--- src/rtl/debounce_pkg.sv ---
// Shared definitions for the switch debouncer: FSM state encoding and
// default timing constants.
package debounce_pkg;

    localparam int DEFAULT_STABLE_CYCLES = 16;
    localparam int DEFAULT_SYNC_STAGES   = 2;

    // Two stable levels, each with a qualifying state that counts the
    // opposite level before the debounced output is allowed to change.
    typedef enum logic [1:0] {
        STABLE_LOW  = 2'd0,
        WAIT_HIGH   = 2'd1,
        STABLE_HIGH = 2'd2,
        WAIT_LOW    = 2'd3
    } db_state_e;

endpackage

--- src/rtl/sync_ff.sv ---
// Multi-flop synchronizer bringing the asynchronous switch input into the
// clk domain. Only the last stage is used by downstream logic.
module sync_ff
    import debounce_pkg::*;
#(
    parameter int SYNC_STAGES = DEFAULT_SYNC_STAGES
) (
    input  logic clk,
    input  logic reset,
    input  logic d,
    output logic q
);

    logic [SYNC_STAGES-1:0] stage_d;
    logic [SYNC_STAGES-1:0] stage_q;

    // Shift the raw input one stage deeper each clock.
    always_comb begin
        stage_d = {stage_q[SYNC_STAGES-2:0], d};
    end

    // Synchronizer flops, cleared immediately by reset.
    // NOTE: registers use non-blocking (<=) so every flop samples the
    // pre-edge value of its neighbour; blocking here would collapse the chain.
    always_ff @(posedge clk or posedge reset) begin
        if (reset) begin
            stage_q <= '0;
        end else begin
            stage_q <= stage_d;
        end
    end

    assign q = stage_q[SYNC_STAGES-1];

endmodule

--- src/rtl/input_debouncer.sv ---
// Debouncer for a bouncing mechanical switch. The synchronized input must
// hold a new level for STABLE_CYCLES consecutive samples before the
// registered level w follows it; any shorter run is discarded entirely.
module input_debouncer
    import debounce_pkg::*;
#(
    parameter int STABLE_CYCLES = DEFAULT_STABLE_CYCLES,
    parameter int SYNC_STAGES   = DEFAULT_SYNC_STAGES
) (
    input  logic clk,
    input  logic reset,
    input  logic raw_in,
    output logic w,
    output logic rise_pulse,
    output logic fall_pulse
);

    localparam int             CNT_W    = $clog2(STABLE_CYCLES + 1);
    localparam logic [CNT_W-1:0] CNT_ONE  = CNT_W'(1);
    localparam logic [CNT_W-1:0] CNT_LAST = CNT_W'(STABLE_CYCLES - 1);

    logic             sync_in;

    db_state_e        state_d, state_q;
    logic [CNT_W-1:0] cnt_d,   cnt_q;
    logic             w_d,     w_q;
    logic             rise_d,  rise_q;
    logic             fall_d,  fall_q;

    sync_ff #(
        .SYNC_STAGES(SYNC_STAGES)
    ) u_sync (
        .clk  (clk),
        .reset(reset),
        .d    (raw_in),
        .q    (sync_in)
    );

    // Next-state logic: count consecutive opposite-level samples, abandon the
    // run on the first disagreeing sample, flip w when the run completes.
    always_comb begin
        // NOTE: every output gets a default before the case so no path
        // leaves a signal unassigned, which would otherwise infer a latch.
        state_d = state_q;
        cnt_d   = cnt_q;
        w_d     = w_q;
        rise_d  = 1'b0;
        fall_d  = 1'b0;

        unique case (state_q)
            STABLE_LOW: begin
                if (sync_in) begin
                    state_d = WAIT_HIGH;
                    cnt_d   = CNT_ONE;
                end else begin
                    cnt_d   = '0;
                end
            end
            WAIT_HIGH: begin
                if (!sync_in) begin
                    state_d = STABLE_LOW;
                    cnt_d   = '0;
                end else if (cnt_q == CNT_LAST) begin
                    state_d = STABLE_HIGH;
                    cnt_d   = '0;
                    w_d     = 1'b1;
                    rise_d  = 1'b1;
                end else begin
                    cnt_d   = cnt_q + CNT_ONE;
                end
            end
            STABLE_HIGH: begin
                if (!sync_in) begin
                    state_d = WAIT_LOW;
                    cnt_d   = CNT_ONE;
                end else begin
                    cnt_d   = '0;
                end
            end
            WAIT_LOW: begin
                if (sync_in) begin
                    state_d = STABLE_HIGH;
                    cnt_d   = '0;
                end else if (cnt_q == CNT_LAST) begin
                    state_d = STABLE_LOW;
                    cnt_d   = '0;
                    w_d     = 1'b0;
                    fall_d  = 1'b1;
                end else begin
                    cnt_d   = cnt_q + CNT_ONE;
                end
            end
            default: begin
                state_d = STABLE_LOW;
                cnt_d   = '0;
                w_d     = 1'b0;
            end
        endcase
    end

    // FSM state, run counter and registered outputs; reset forces a clean
    // low level with no strobes.
    always_ff @(posedge clk or posedge reset) begin
        if (reset) begin
            state_q <= STABLE_LOW;
            cnt_q   <= '0;
            w_q     <= 1'b0;
            rise_q  <= 1'b0;
            fall_q  <= 1'b0;
        end else begin
            state_q <= state_d;
            cnt_q   <= cnt_d;
            w_q     <= w_d;
            rise_q  <= rise_d;
            fall_q  <= fall_d;
        end
    end

    assign w          = w_q;
    assign rise_pulse = rise_q;
    assign fall_pulse = fall_q;

endmodule

--- config.mk ---
export PLATFORM = sky130hd
export DESIGN_NAME = input_debouncer
export DESIGN_NICKNAME = d
export VERILOG_FILES = /design/src/rtl/debounce_pkg.sv /design/src/rtl/sync_ff.sv /design/src/rtl/input_debouncer.sv
export SDC_FILE = /design/constraint.sdc
export NUM_CORES = 1
export LEC_CHECK = 0
export ABC_AREA = 1
export CAP_MARGIN = 40
export CORE_AREA = 2 2 39 41
export CTS_CLUSTER_DIAMETER = 40
export DETAILED_ROUTE_END_ITERATION = 7
export DIE_AREA = 0 0 41 43
export PLACE_DENSITY = 0.65
export SYNTH_ARGS = -nofsm -noshare
export SYNTH_HDL_FRONTEND = slang
export SYNTH_SLANG_ARGS = --single-unit
--- constraint.sdc ---
create_clock -name clk -period 1.2 [get_ports clk]
set_input_delay 0.12 -clock clk [delete_from_list [all_inputs] [get_ports clk]]
set_output_delay 0.12 -clock clk [all_outputs]
set_load 0.02 [all_outputs]
* Word level (Yosys, flattened, before mapping)
Cells that the tools add are included.
** Word-level totals
- Input port bits :: 3
- Register bits :: 12
- Latch bits :: 0
- Output and inout port bits :: 3
- Memories :: 0
- Logic and storage cells :: 46
- ROM bits :: 0
- Bits in writable memories :: 0
** Cells by class
- Shift-type cells :: 0
- Eq/ne operators :: 12
- Multiplexer cells :: 23
- Order comparisons :: 0
- Divide/modulo/power cells :: 0
- $add $sub $neg :: 1
- Multipliers :: 0
- Bitwise operators :: 0
- Reductions and logical operators :: 4
** Operators with widths (number)
- $pmux 5 s4 :: 1
- $mux 5 :: 3
- $mux 2 :: 6
- $mux 1 :: 11
- $ne 2x2->1 const B :: 4
- $pmux 2 s4 :: 1
- $add 5x1->5 const B :: 1
- $eq 5x4->1 const B :: 1
- $reduce_and 5->1 :: 1
- $eq 2x2->1 const B :: 2
- $ne 2x1->1 const B :: 2
- $reduce_and 4->1 :: 1
- $ne 3x2->1 const B :: 1
- $ne 3x3->1 const B :: 1
- $eq 2x1->1 const B :: 1
- $logic_not 2->1 :: 1
- $pmux 1 s2 :: 1
- $reduce_bool 2->1 :: 1

* Longest topological paths before layout
Gate-level depths: netlist of the first run.
- Word-level depth :: 4
- Mapped depth :: 6
- Gate-level depth less buffers :: 6

* Cells and area by module
From an unflattened synthesis of the first run, not the netlist that was laid out.
** Unflattened totals
- Cell total of the unflattened synthesis :: 51
- Area, all modules :: 485.5 um^2
** Modules (own cells, without submodules)
- input_debouncer :: area an instance 431.7 um^2, instances 1, cells an instance 48, seq. area each 250.2 um^2
- sync_ff :: area an instance 53.8 um^2, instances 1, cells an instance 3, seq. area each 50.0 um^2

* Least setup slack after synthesis of the first run
No wires, ideal clock.
- Path kind :: register to register
- Start point :: reg cnt_q[0]
- End point :: reg w_q (netlist: w)
- Data arrival time :: 0.954 ns
- Path slack :: 0.128 ns
- Stages on the path, launching flop included :: 7
- Data required time :: 1.082 ns
- Buffers on the path :: 0
- Library setup time :: 0.118 ns
- Period minus slack after synthesis :: 1.072 ns
- Cell sequence :: dfrtp_1 -> ha_1 -> nand3_2 -> nor2_4 -> nand2_1 -> nand2_1 -> nand2_1
** On the way
- Word-level cells in the longest chain between the ends :: 3
- Elaborated cells on any way between the ends :: 4
- Those cells by class :: 3 x eq/ne; 1 x reduce/logical
** Ends and longest elaborated chain
- from (decl) :: RTL line input_debouncer.sv:25 : logic [CNT_W-1:0] cnt_d, cnt_q;
- from (signal assigned) :: RTL line input_debouncer.sv:112 : cnt_q <= cnt_d;
- $eq 5x4->1 (*) :: RTL line input_debouncer.sv:63, input_debouncer.sv:84
- $ne 2x2->1 (no line)
- $reduce_and 5->1 (no line) (*)
- to (signal assigned) :: RTL line input_debouncer.sv:113 : w_q <= w_d;
- to (decl) :: RTL line input_debouncer.sv:26 : logic w_d, w_q;
Every way passes the cells marked *; elsewhere a longest branch is shown, timed or not.
A chain may end at the register's enable or synchronous reset.

* Worst setup path after layout of the first run
Same ends and word-level chain as after synthesis.

==> impl_summary.md, run 1 <==
Worst setup path
STA classifies the critical path startpoint as a flop. The required arrival time at the worst endpoint is 1.36 ns. The critical path is of the reg2reg type. Along the worst path, the maximum fanout reaches 5.

Data arrives at the worst endpoint at 1.28 ns. The startpoint identified for the worst register-to-register timing path is cnt_q[0]$_DFF_PP0_. STA classifies the critical path endpoint as a flop.

The setup slack of the worst register-to-register path is around 0.074 ns. The reg-to-reg critical path endpoint is w$_DFFE_PP0P_. For the worst flop-to-flop path, the logic depth is 6.

Place
The placed cell area is about 570 µm². The final weighted congestion of routability-driven global placement is between 0.6 and 0.7. Detailed placement finished with a half-perimeter wire length of roughly 560 µm. Timing analysis after detailed placement gives a worst setup slack of roughly 0.021 ns. The count of buffers from port buffering is 5.

Timing
The max-slew violation total from the final report was 0. The final clock skew is 0.00448 ns. The worst setup slack after layout is 0.0740 ns. The count of final hold-check violations is 0. Final hold analysis gives a worst-case slack of roughly 0.15 ns. Static timing analysis puts the maximum clock frequency at 888 MHz. Setup violations remaining at the end of the flow were counted as 0. Counting I/O delays and the setup requirement, the final critical path takes 1.13 ns. Dividing the final minimum period by the clock period gives 0.938.

The slew at the pin with the worst max-slew slack is about 0.45 ns. Headroom to the max-slew limit came out at 0.700.

Synth
The share of the Yosys chip area taken by registers is 0.602. Yosys attributes the largest share of cell area to dfrtp_1 (60%), nand2_1 (9.8%), inv_1 (8.3%). The mapped netlist covers around 500 µm².

The cell type with the largest total area after synthesis is dfrtp_1. In the synthesized netlist, the number of instances is 54. The most used flip-flop cell after synthesis is dfrtp_1.

The distinct cell type count of the synthesized netlist is 12. Ranked by instance count, the synthesized netlist is headed by nand2_1 (13), dfrtp_1 (12), inv_1 (11). The fraction of registers with async set or reset after synthesis is 1.00. The number of synthesized register bits is 12. In this run the mean area of a mapped cell was about 9.2 µm².

Counting every net in the synthesized netlist gives a little under 60. Yosys printed 0 warnings. The proportion of netlist area held by the largest area contributor is 0.602.

The most used standard cell by instance count after synthesis is nand2_1. In this run, synthesis inferred 0 flip-flops with an integrated enable.

Clocking
The clock slew seen by the registers of the worst setup and hold paths is roughly 0.07 ns. The maximum clock path buffer count is 2. The clock net in this run drives a total of 12 sinks.

At the later pin of the worst-skew pair, clock insertion delay measures 0.27 ns. The total CTS buffers is 3. The TritonCTS clock tree is built. CTS built an H-tree with a depth of 1. The number of hold buffers added after CTS was 0. The clock root buffer is clkbuf_4.

Routing
The average vias per placed instance is around 4.4. The post-detailed-route wirelength per cell is 9.86 µm. The first routing iteration left 5 violations.

The final routed DRC violation total is 0. The number of optimization iterations in the first detailed-route pass is 3. The sum of routed wire length over all layers is about 780 µm.

The number of nets with antenna violations after detailed routing is 0. Across all layers, the routed design uses roughly 350 vias.

Run
The count of maximum capacitance violations is 0.

GRT
The initial antenna violation count was 0. Summed over all layers, the global routing overflow is 0. The global routing usage summed across all routing layers is 0.120.

Entering global routing, the biggest net connects 13 pins. The via count of the first global-routing pass is ~320. The global-route wire length before repair is roughly 1400 µm.

Floorplan
The horizontal die dimension is a little over 40 µm. The die covers between 1500 and 2000 µm². The row count is 14. The number of top-level pins is 6.

The starting density of the core is 0.361. The die is 43 µm tall. The floorplan step defined a core boundary enclosing 1380 µm².

Power
The total chip power is 0.701 mW. The power per unit of standard cell area is between 1000 and 1500 nW/µm². The static leakage power is between 0.3 and 0.4 nW. Across the VDD grid, the largest voltage drop is roughly 0.0006 V.

Finish
0 antenna diodes ended up in the layout. With fillers left out, the area of the finished cells amounts to roughly 600 µm². The number of nets in the final layout is 69. The relative area change from synthesis to final layout is 22.3%.

Of the cells placed in the final design, the portion with a size suffix greater than 1 is 0.127.

Outcome
The run finished with clean final reports.

Hold path
The tightest min-delay check is of the in2async type.
==> where the power goes <==
part / switching (mW) / total (mW) / internal, mW
registers: 0.0103 / 0.424 / 0.414
clock network: 0.119 / 0.235 / 0.116
logic: 0.0218 / 0.0421 / 0.0203
total: 0.151 / 0.701 / 0.550
==> how the worst max path moves through the flow <==
stage,cells after the start,slack (ns),startpoint,end
floorplan,6,0.13,cnt_q[0]$_DFF_PP0_,w$_DFFE_PP0P_
global placement,6,0.08,cnt_q[1]$_DFF_PP0_,w$_DFFE_PP0P_
detailed placement,6,0.02,cnt_q[1]$_DFF_PP0_,w$_DFFE_PP0P_
CTS,6,0.009,cnt_q[1]$_DFF_PP0_,w$_DFFE_PP0P_
global route,6,-0.004,cnt_q[1]$_DFF_PP0_,w$_DFFE_PP0P_
finish,6,0.07,cnt_q[0]$_DFF_PP0_,w$_DFFE_PP0P_
==> placed cells by master (no fill, tap or decap) <==
cell	instances
nand3_1	4
a21oi_1	2
clkbuf_4	3
nand4_1	2
ha_4	1
clkdlybuf4s50_1	2
nor2_4	1
inv_1	11
nand3_2	1
nor2_1	5
xnor2_1	1
nand2_1	13
dfrtp_1	12
dlygate4sd2_1	3
buf_4	2
==> layer usage <==
metal | vias to the layer above | global-route usage | wire length [µm]
li1 | 181 | - | -
met1 | 159 | 0.186 | 396
met2 | 5 | 0.131 | 347
met3 | 2 | 0.0471 | 22
met4 | 0 | 0.0800 | 13
met5 | - | 0 | 0
==> critical path, cell delays in order, from the launching register on <==
cell	delay [ns]
dfrtp_1	0.40
ha_4	0.17
nand3_2	0.10
nor2_4	0.17
nand2_1	0.08
nand2_1	0.06
nand2_1	0.05
==> per-stage QoR <==
step	util	cells	TNS, ns
6_report	0.441	79	0
3_3_place_gp	0.413	75	0
2_1_floorplan	-	54	0
3_5_place_dp	0.413	75	0
5_1_grt	0.441	79	-0.00428
4_1_cts	0.427	78	0
==> state kept, by name, summed over array words and instances (netlist names), named ones only <==
register and flops:
u_sync.stage_q 2, fall_pulse 1, rise_pulse 1, cnt_q 5, w 1, state_q 1
==> area by class of cell <==
class | count | area [µm²]
Sequential cell | 12 | 300
Timing Repair Buffer | 7 | 61.3
Fill cell | 135 | 773
Inverter | 11 | 41.3
Clock buffer | 3 | 22.5
Multi-Input combinational cell | 30 | 165
Tap cell | 16 | 20.0
==> cell families (layout without fill, tap and decap cells) <==
logic type | count (synthesis) | in the layout | share of synthesized area
AO/OA/AOI/OAI | 2 | 2 | 0.0201
adder cells (fa/ha/maj) | 1 | 1 | 0.0251
AND/OR/NAND/NOR | 26 | 26 | 0.243
buffers and inverters | 12 | 21 | 0.0927
XOR/XNOR | 1 | 1 | 0.0175
flip-flops | 12 | 12 | 0.602
==> what timing repair did <==
action | 4_1_cts | 5_1_grt
gates resized for setup | 3 | 2
endpoints found under the setup margin | 3 | 3
pin swaps | 0 | 1
hold endpoints to repair | 0 | 0
buffers inserted | 0 | 1
No activity file was read; power rests on OpenSTA's default activity.
==> run 2: changes to the inputs <==
--- a/config.mk
+++ b/config.mk
@@ -11,7 +11,7 @@
 export CTS_CLUSTER_DIAMETER = 40
 export DETAILED_ROUTE_END_ITERATION = 7
 export DIE_AREA = 0 0 41 43
-export PLACE_DENSITY = 0.65
+export PLACE_DENSITY_LB_ADDON = 0.12
 export SYNTH_ARGS = -nofsm -noshare
 export SYNTH_HDL_FRONTEND = slang
 export SYNTH_SLANG_ARGS = --single-unit
==> impl_summary.md, run 2 (synthesis gave the netlist of run 1 again) <==
Outcome
The flow ran to the end, and the final reports show no timing, DRC or antenna violations.

Floorplan
The die is slightly above 40 µm wide. The floorplan has 14 rows. The die outline area is 1760 µm².

The initial utilization of the core area, before any placement, comes to 0.361. The floorplan step set the die height to about 43 µm. The number of top-level pins is 6. The region available for standard cell placement spans about 1400 µm².

Finish
The final cell count without fillers is roughly 80. The most flop-heavy register is cnt_q. The register with the most flip-flops in the layout has 5 of them. For this run, the post-layout net count is 71. The final-layout fill cell count is 140.

The top cell types in the final layout, fill and taps aside, are nand2_1 (12), dfrtp_1 (12), inv_1 (11). In the final layout, the registers with the most flip-flops are cnt_q (5), u_sync.stage_q (2). The repair_antennas step left the layout with diodes totalling 0.

From synthesis to final layout, the design area changed by 30.1%. The ratio of cells with drive above 1 in the final layout is 0.182.

Worst setup path
Walking the worst path, the cells encountered are ha_4 -> nand3_4 -> nor2_4 -> buf_4 -> a21oi_1. At the worst endpoint, the required time is about 1.4 ns. Together, buffers and inverters on the worst path number 1.

The launching point of the worst reg2reg path is cnt_q[1]$_DFF_PP0_. Tracing the worst setup path back leads to its startpoint at cnt_q[1]$_DFF_PP0_. The sort of element at the end of the critical path is a flop. The reg-to-reg critical path endpoint is state_q[0]$_DFFE_PP0P_. The kind of cell with the highest combined delay along the critical path is flip-flops.

STA classifies the critical path startpoint as a flop. The setup check on the worst reg-to-reg path leaves a slack of just over 0.06 ns. The largest fanout on the critical path is 5.

The largest single stage delay on the critical path is a little over 0.4 ns. By startpoint and endpoint, the worst setup path is classified as reg2reg. Data arrives at the worst endpoint at 1.29 ns. The slowest stage of the critical path belongs to the cell dfrtp_1. Counting cells, the worst reg-to-reg path comes to 5.

Power
Summing internal, switching and leakage power gives between 0.7 and 0.8 mW. The power per unit of standard cell area is ~1200 nW/µm². The largest voltage drop on the vdd net is about 0.00070 V. For this design the static power due to leakage is approximately 0.35 nW.

Routing
Once detail routing completed, the nets flagged for antenna violations numbered 0. The average vias per placed instance is roughly 4.5. Detailed routing inserted a total of around 370 vias.

For this block, the initial DRC count from the detailed router was 3. The final routed DRC violation total is 0. The first TritonRoute pass finished after 4 iterations.

The post-detailed-route wirelength per cell is around 10 µm. Summed over all layers, the routed wires come to 856 µm.

Timing
The max-slew violation total from the final report is 0. The count of final hold-check violations came to 0. The share of the cycle needed by the critical path after routing is 0.949.

The upper clock frequency limit is 878 MHz. The relative slew slack is 0.702. The worst setup slack after layout is around 0.06 ns. Setup violations remaining at the end of the flow were counted as 0. Setup repair after global routing could not meet its margin everywhere. The final clock skew is around 0.00053 ns. The slew at the pin with the worst max-slew slack is between 0.4 and 0.5 ns. The routed design could run at a clock period as short as 1.14 ns.

Final hold analysis gives a worst-case slack of ~0.15 ns.

GRT
The initial antenna violation count came to 0. The global routing usage summed across all routing layers is 0.132. The via count of the first global-routing pass is between 300 and 400. Summed over all layers, the global routing overflow is 0.

The first global-routing pass estimated 1480 µm of wire. Entering global routing, the biggest net connects 13 pins.

Clocking
The TritonCTS clock tree is built. For the worst-skew pair, the clock arrives at the later sink with an insertion delay of ~0.27 ns. The clock slew seen by the registers of the worst setup and hold paths is approximately 0.070 ns. CTS built an H-tree with a depth of 1. The maximum clock path buffer count is 2. Counting the buffers created by CTS gives 3. The clock drives 12 sinks. The clock root buffer is clkbuf_4.

Place
The half-perimeter wire length after detailed placement is 586 µm. The count of buffers from port buffering is 5. Prior to clock tree synthesis, the placed netlist has a worst setup slack of between 0.015 and 0.02 ns. Including well taps, the total number of placed cells is 75.

The final weighted congestion of routability-driven global placement is between 0.7 and 0.8.

Run
The tool flagged a number of max-cap violations equal to 0.

Hold path
The class of the tightest hold or removal check is in2async.
run 2: cell count changes in the layout (fill, tap and decap cells not counted), sizes merged:
cell    delta
clkbuf     +1
buf        +2
run 2: worst max-delay path by stage:
stage	to	depth (start not counted)
floorplan	w$_DFFE_PP0P_	6
global placement	w$_DFFE_PP0P_	6
detailed placement	w$_DFFE_PP0P_	6
CTS	w$_DFFE_PP0P_	6
global route	w$_DFFE_PP0P_	6
finish	state_q[0]$_DFFE_PP0P_	5
run 2: cell type report:
cell class	count	area [µm²]	share of cell area
well taps	16	20.0	0.0308
clock buffers	4	36.3	0.0559
multi-input cells	30	175	0.270
inverters	11	41.3	0.0636
flip-flops and latches	12	300	0.462
repair buffers	9	76.3	0.118
run 2: power by group:
group / switching [mW] / internal, mW / leakage, nW / total [mW]
Combinational: 0.0216 / 0.0203 / 0.167 / 0.0419
Sequential: 0.0101 / 0.413 / 0.158 / 0.424
Clock: 0.132 / 0.184 / 0.0210 / 0.317
run 2: metal layers:
layer | track usage | vias up | part of all wire
li1 | - | 188 | -
met4 | 0.120 | 0 | 0.014
met5 | 0 | - | 0
met1 | 0.181 | 172 | 0.45
met3 | 0.0157 | 2 | 0.035
met2 | 0.172 | 7 | 0.49
run 2: timing repair:
item / in CTS / in global routing
hold buffers: 0 / 0
pin swaps: 0 / 2
setup buffers: 0 / 3
gates resized for setup: 4 / 3
endpoints found under the setup margin: 4 / 3
endpoints found under the hold margin: 0 / 0
run 2: metrics by stage:
step	setup TNS [ns]	instance area (µm²)	util
finish	0	649	0.469
CTS	0	607	0.439
global route	-0.00910	649	0.469
floorplan	0	499	-
detailed placement	0	572	0.413
global placement	0	572	0.413
run 2: worst register-to-register path: cells and delay by family, from the launching register on:
| family | cells | cell delay [ns] |
|---|---|---|
| flip-flops | 1 | 0.41 |
| AND/OR/NAND/NOR | 2 | 0.25 |
| adder cells (fa/ha/maj) | 1 | 0.18 |
| buffers and inverters | 1 | 0.13 |
| AO/OA/AOI/OAI | 1 | 0.05 |
==> run 3: changes to the inputs <==
--- a/config.mk
+++ b/config.mk
@@ -11,6 +11,7 @@
 export CTS_CLUSTER_DIAMETER = 40
 export DETAILED_ROUTE_END_ITERATION = 7
 export DIE_AREA = 0 0 41 43
+export HOLD_SLACK_MARGIN = 0.06
 export PLACE_DENSITY_LB_ADDON = 0.12
 export SYNTH_ARGS = -nofsm -noshare
 export SYNTH_HDL_FRONTEND = slang
==> results of run 3 <==
Final layout, timing and power as in run 2 (identical DEF).
